===== src/rtl/dmem_arbiter.sv =====
// Two-port arbiter and access sequencer for the data memory: IDLE -> SETUP -> ACCESS -> DONE.
// Address/data are registered one cycle ahead of the strobes; completion is a one-cycle ack per port.
module dmem_arbiter #(
  parameter bit          FIXED_PRIO = 1'b0,
  parameter int unsigned MEM_WORDS  = 256
) (
  input  logic        clk_i,
  input  logic        reset_i,
  input  logic        req0_i,
  input  logic        req1_i,
  input  logic [31:0] addr0_i,
  input  logic [31:0] addr1_i,
  input  logic [31:0] wdata0_i,
  input  logic [31:0] wdata1_i,
  input  logic        we0_i,
  input  logic        we1_i,
  output logic        ack0_o,
  output logic        ack1_o,
  output logic [31:0] rdata0_o,
  output logic [31:0] rdata1_o,
  output logic        err0_o,
  output logic        err1_o,
  output logic        busy_o,
  output logic [31:0] mem_address_o,
  output logic [31:0] mem_write_data_o,
  output logic        mem_read_o,
  output logic        mem_write_o,
  input  logic [31:0] mem_read_data_i
);

  localparam int unsigned DW = 32;
  localparam logic [DW-1:0] ADDR_LIMIT = DW'(4 * MEM_WORDS);

  typedef enum logic [1:0] {
    S_IDLE   = 2'd0,
    S_SETUP  = 2'd1,
    S_ACCESS = 2'd2,
    S_DONE   = 2'd3
  } state_e;

  state_e          state_q, state_d;
  logic            gnt_q, gnt_d;    // granted port of the current transaction
  logic            last_q, last_d;  // port granted by the previous transaction
  logic            we_q, we_d;
  logic            ill_q, ill_d;
  logic            ack0_q, ack0_d, ack1_q, ack1_d;
  logic            err0_q, err0_d, err1_q, err1_d;
  logic [DW-1:0]   rdata0_q, rdata0_d, rdata1_q, rdata1_d;
  logic            busy_q, busy_d;
  logic [DW-1:0]   mem_address_q, mem_address_d;
  logic [DW-1:0]   mem_write_data_q, mem_write_data_d;
  logic            mem_read_q, mem_read_d;
  logic            mem_write_q, mem_write_d;

  logic            win_c;
  logic [DW-1:0]   sel_addr_c, sel_wdata_c;
  logic            sel_we_c;

  function automatic logic illegal_addr(input logic [DW-1:0] a);
    return (a[1:0] != 2'b00) || (a >= ADDR_LIMIT);
  endfunction

  // Winner selection: a tie goes to port 0 (fixed) or to the port not granted last.
  always_comb begin
    if (req0_i && req1_i) begin
      win_c = FIXED_PRIO ? 1'b0 : ~last_q;
    end else begin
      win_c = req1_i && !req0_i;
    end
    sel_addr_c  = win_c ? addr1_i  : addr0_i;
    sel_wdata_c = win_c ? wdata1_i : wdata0_i;
    sel_we_c    = win_c ? we1_i    : we0_i;
  end

  // Next-state and next-output logic.
  always_comb begin
    state_d          = state_q;
    gnt_d            = gnt_q;
    last_d           = last_q;
    we_d             = we_q;
    ill_d            = ill_q;
    mem_address_d    = mem_address_q;
    mem_write_data_d = mem_write_data_q;
    ack0_d           = 1'b0;
    ack1_d           = 1'b0;
    err0_d           = 1'b0;
    err1_d           = 1'b0;
    rdata0_d         = '0;
    rdata1_d         = '0;
    mem_read_d       = 1'b0;
    mem_write_d      = 1'b0;

    unique case (state_q)
      S_IDLE: begin
        if (req0_i || req1_i) begin
          gnt_d            = win_c;
          we_d             = sel_we_c;
          ill_d            = illegal_addr(sel_addr_c);
          mem_address_d    = sel_addr_c;
          mem_write_data_d = sel_wdata_c;
          state_d          = S_SETUP;
        end
      end
      S_SETUP: begin
        mem_write_d = we_q && !ill_q;
        mem_read_d  = !we_q && !ill_q;
        state_d     = S_ACCESS;
      end
      S_ACCESS: begin
        // Read data is sampled at the end of the single strobe cycle.
        if (gnt_q) begin
          ack1_d   = 1'b1;
          err1_d   = ill_q;
          rdata1_d = (we_q || ill_q) ? '0 : mem_read_data_i;
        end else begin
          ack0_d   = 1'b1;
          err0_d   = ill_q;
          rdata0_d = (we_q || ill_q) ? '0 : mem_read_data_i;
        end
        state_d = S_DONE;
      end
      S_DONE: begin
        last_d  = gnt_q;
        state_d = S_IDLE;
      end
      default: state_d = S_IDLE;
    endcase

    busy_d = (state_d != S_IDLE);
  end

  always_ff @(posedge clk_i or posedge reset_i) begin
    if (reset_i) begin
      state_q          <= S_IDLE;
      gnt_q            <= 1'b0;
      last_q           <= 1'b1;
      we_q             <= 1'b0;
      ill_q            <= 1'b0;
      ack0_q           <= 1'b0;
      ack1_q           <= 1'b0;
      err0_q           <= 1'b0;
      err1_q           <= 1'b0;
      rdata0_q         <= '0;
      rdata1_q         <= '0;
      busy_q           <= 1'b0;
      mem_address_q    <= '0;
      mem_write_data_q <= '0;
      mem_read_q       <= 1'b0;
      mem_write_q      <= 1'b0;
    end else begin
      state_q          <= state_d;
      gnt_q            <= gnt_d;
      last_q           <= last_d;
      we_q             <= we_d;
      ill_q            <= ill_d;
      ack0_q           <= ack0_d;
      ack1_q           <= ack1_d;
      err0_q           <= err0_d;
      err1_q           <= err1_d;
      rdata0_q         <= rdata0_d;
      rdata1_q         <= rdata1_d;
      busy_q           <= busy_d;
      mem_address_q    <= mem_address_d;
      mem_write_data_q <= mem_write_data_d;
      mem_read_q       <= mem_read_d;
      mem_write_q      <= mem_write_d;
    end
  end

  assign ack0_o           = ack0_q;
  assign ack1_o           = ack1_q;
  assign err0_o           = err0_q;
  assign err1_o           = err1_q;
  assign rdata0_o         = rdata0_q;
  assign rdata1_o         = rdata1_q;
  assign busy_o           = busy_q;
  assign mem_address_o    = mem_address_q;
  assign mem_write_data_o = mem_write_data_q;
  assign mem_read_o       = mem_read_q;
  assign mem_write_o      = mem_write_q;

endmodule


===== config.mk =====
export PLATFORM = sky130hd
export DESIGN_NAME = dmem_arbiter
export DESIGN_NICKNAME = d
export VERILOG_FILES = /design/src/rtl/dmem_arbiter.sv
export SDC_FILE = /design/constraint.sdc
export NUM_CORES = 1
export LEC_CHECK = 0
export ABC_AREA = 1
export ABC_CLOCK_PERIOD_IN_PS = 7000
export CAP_MARGIN = 20
export CORE_MARGIN = 1
export CORE_UTILIZATION = 25
export DETAILED_ROUTE_END_ITERATION = 8
export PLACE_DENSITY = 0.62
export SYNTH_ARGS = -nofsm -noshare
export SYNTH_HDL_FRONTEND = slang
export SYNTH_SLANG_ARGS = --single-unit
export TNS_END_PERCENT = 5

===== constraint.sdc =====
create_clock -name clk_i -period 7 [get_ports clk_i]
set_input_delay 0.7 -clock clk_i [delete_from_list [all_inputs] [get_ports clk_i]]
set_output_delay 0.7 -clock clk_i [all_outputs]
set_load 0.1 [all_outputs]

==> reports/qor.csv <==
stage,metric,value,unit
outcome,outcome,"complete, no violations",
hold_path,WHS Endpoint,mem_write_data_o[1],
cts,number of H-tree levels,4,
setup_path,reg2reg end,ill_q,
route,DRC Markers,0,
cts,CTS max path bufs,2,
timing,slew margin rel.,0.2630,
setup_path,CP Data Required Time,7350,ps
floorplanning,starting density of the core,0.2561,
cts,clock sinks,141,
timing,fmax,291.8,MHz
floorplanning,Die Y,151.8,um
hold_path,hold wc startpoint,mem_write_data_o[1],
synthesis,sequential area share after synthesis,0.6295,
job,Max-Cap Viols,0,
floorplanning,die area,23030,sq um
cts,Clock transition at path regs,70,ps
synthesis,Synth Net Count,785,
placed_design,pre-CTS WS,3075,ps
timing,period utilization,0.4896,
synthesis,"Avg Cell Area, Syn",9.116,sq um
global_route,global route overflow,0,
synthesis,Yosys top cell by area,dfrtp_1,
timing,post-route minimum period,3427,ps
setup_path,WS Path Type,in2reg,
placed_design,DP HPWL,12980,um
global_route,met2 Usage GRT,0.2686,
floorplanning,Ports,301,
setup_path,Worst Path Arrival,3780,ps
power,Static Leak,4.056,nW
global_route,largest net degree at the start of global routing,92,
setup_path,R2R Path Start,last_q,
timing,Max Slew Vio Count,0,
final_layout,ant diodes,0,
power,worst-case vdd ir drop,0.2649,mV
hold_path,Hold/Removal Path Class,reg2reg,
global_route,vias in the first global route,5236,
timing,RSZ-0062 raised after global routing,false,
global_route,gr usage total,0.1612,
final_layout,fraction of layout cells with a size suffix above 1,0.05234,
route,Initial DRC Count,177,
global_route,global route hottest layer,met2,
route,Via density,4.350,
synthesis,Gate Count Post-Synth,615,
route,first-pass detailed-route iteration total,4,
timing,Setup WS post-layout,3573,ps
floorplanning,Die W,151.8,um
final_layout,register area,3530,sq um
final_layout,Multi-input gate area,1832,sq um
synthesis,"top cells by area, synth","dfrtp_1 (62%), nand2_1 (9.7%), nor2_1 (9.1%), o21ai_0 (6.3%), a31oi_1 (2.3%)",
placed_design,placer congestion estimate,0.8097,
setup_path,R2R cell count,10,
cts,root buf cell,clkbuf_16,
synthesis,YS warnings,0,
synthesis,distinct cell type count of the synthesized netlist,26,
final_layout,Layout area overhead,68.24,%
timing,# setup viols final,0,
synthesis,Yosys top cell area share,0.6249,
global_route,grt met3 use,0.05689,
final_layout,fillcell total,2158,
setup_path,Critical Path Source,req1_i,
hold_path,WHS Path Cells,2,
floorplanning,Core Region,21890,sq um
cts,Post-CTS Setup Bufs,0,
timing,setup_tns,0,ps
cts,# hold bufs at CTS,0,
global_route,GRT met1 Usage,0.1932,
synthesis,post-synthesis register bit count,141,
cts,Num CTS Buffers,17,
route,Post-DRT Antenna Nets,0,
cts,CTS tree,done,
floorplanning,# rows,54,
route,DR WL/cell,15.54,um
final_layout,final net count,1074,
timing,"Hold Violations, Final",0,
timing,Layout Skew,10.29,ps
setup_path,CP endpoint kind,flip-flop,
route,vias post-DR,5207,
setup_path,crit-path max FO,57,
timing,Tightest Pin Transition,1102,ps
setup_path,worst reg2reg setup slack,4260,ps
placed_design,Buffers on Ports,300,
cts,worst-skew pair later-pin latency,420,ps
cts,post_cts resized,0,
global_route,first-pass GRT wire length,27920,um
setup_path,CP startpoint kind,input port,
power,pwr/cell area,484.9,nW/um^2
global_route,number of antenna violations at the first check in global routing,1,
final_layout,"commonest cells after routing, fill and taps aside","clkdlybuf4s50_1 (300), nand2_1 (145), dfrtp_1 (140)",
route,routed wire length,18600,um
synthesis,synthesized area,5607,sq um
final_layout,"most common cell after layout, fill and taps aside",clkdlybuf4s50_1,
## critical path: stages
cell and delay [ps]:
clkdlybuf4s50_1 1030, nand2_4 560, buf_4 390, inv_2 580, nand2_1 150, nand2_1 90, nor2_1 50, nand3_1 70
nor2_1 50, nor2_1 70
## power breakdown
part	leakage [nW]	internal, mW	switching [mW]
sequential	1.81	1.03	0.121
clock	0.276	0.505	0.393
combinational	1.97	0.572	1.95
## flip-flops by register name, indices dropped and copies added, names as in the netlist
| register | cells |
|---|---|
| err1_o | 1 |
| mem_read_o | 1 |
| rdata1_o | 32 |
| ill_q | 1 |
| mem_write_o | 1 |
| rdata0_o | 32 |
| busy_o | 1 |
| mem_address_o | 32 |
| ack1_o | 1 |
| err0_o | 1 |
| mem_write_data_o | 32 |
| last_q | 1 |
| gnt_q | 1 |
| ack0_o | 1 |
| state_q | 2 |
| we_q | 1 |
## worst max-delay path by stage
stage,to,slack [ps],cells past startpoint
after floorplan,ack0_o,2520,1
after global placement,ill_q,3170,10
after detailed placement,ill_q,3080,10
after CTS,ill_q,3520,10
after global routing,ill_q,3340,10
final,ill_q,3570,10
## layer usage
| layer | vias up | part of all wire |
|---|---|---|
| li1 | 2546 | - |
| met4 | 2 | 0.016 |
| met1 | 2410 | 0.42 |
| met2 | 227 | 0.47 |
| met5 | - | 0.00059 |
| met3 | 22 | 0.090 |
## final cells by class
type	instances	share of cell area
flip-flops and latches	141	0.3742
repair buffers	307	0.3239
multi-input cells	416	0.1942
clock buffers	18	0.04550
well taps	280	0.03714
clock inverters	14	0.01618
inverters	21	0.008887
## stage by stage
stage	hold slack (ps)	area (sq um)	cells	util	total power, mW
after floorplan	428.4	5607	615	-	3.022
after global placement	459.9	8851	1165	0.4043	3.691
after detailed placement	469.3	8851	1165	0.4043	3.710
after CTS	480.0	9433	1197	0.4309	4.626
after global routing	493.6	9433	1197	0.4309	4.786
final	482.7	9433	1197	0.4309	4.574
## Yosys cell counts
cell and n:
or2_2 1, buf_4 2, buf_1 3, o21ai_0 71, dfstp_2 1, mux2_2 1, nand2_1 145, o211ai_1 1
o21ai_1 11, dfrtp_1 140, inv_2 2, o22ai_1 1, nor3_1 2, o21a_1 1, nand3_1 14, clkbuf_1 18
nand2_2 1, nor2_1 136, inv_1 19, o21ai_2 1, buf_2 12, nand3b_1 4, a31oi_1 21, ha_1 4
buf_6 2, nand2_4 1
## logic make-up after synthesis
kind of cell / after synthesis / synth area share
adders and majority gates: 4 / 0.008927
muxes: 1 / 0.002008
DFF: 141 / 0.6295
and+or+nand+nor: 304 / 0.2120
AOI/OAI and AO/OA: 107 / 0.1020
buffers and inverters: 58 / 0.04552
Power figures use the tool's default switching activity.
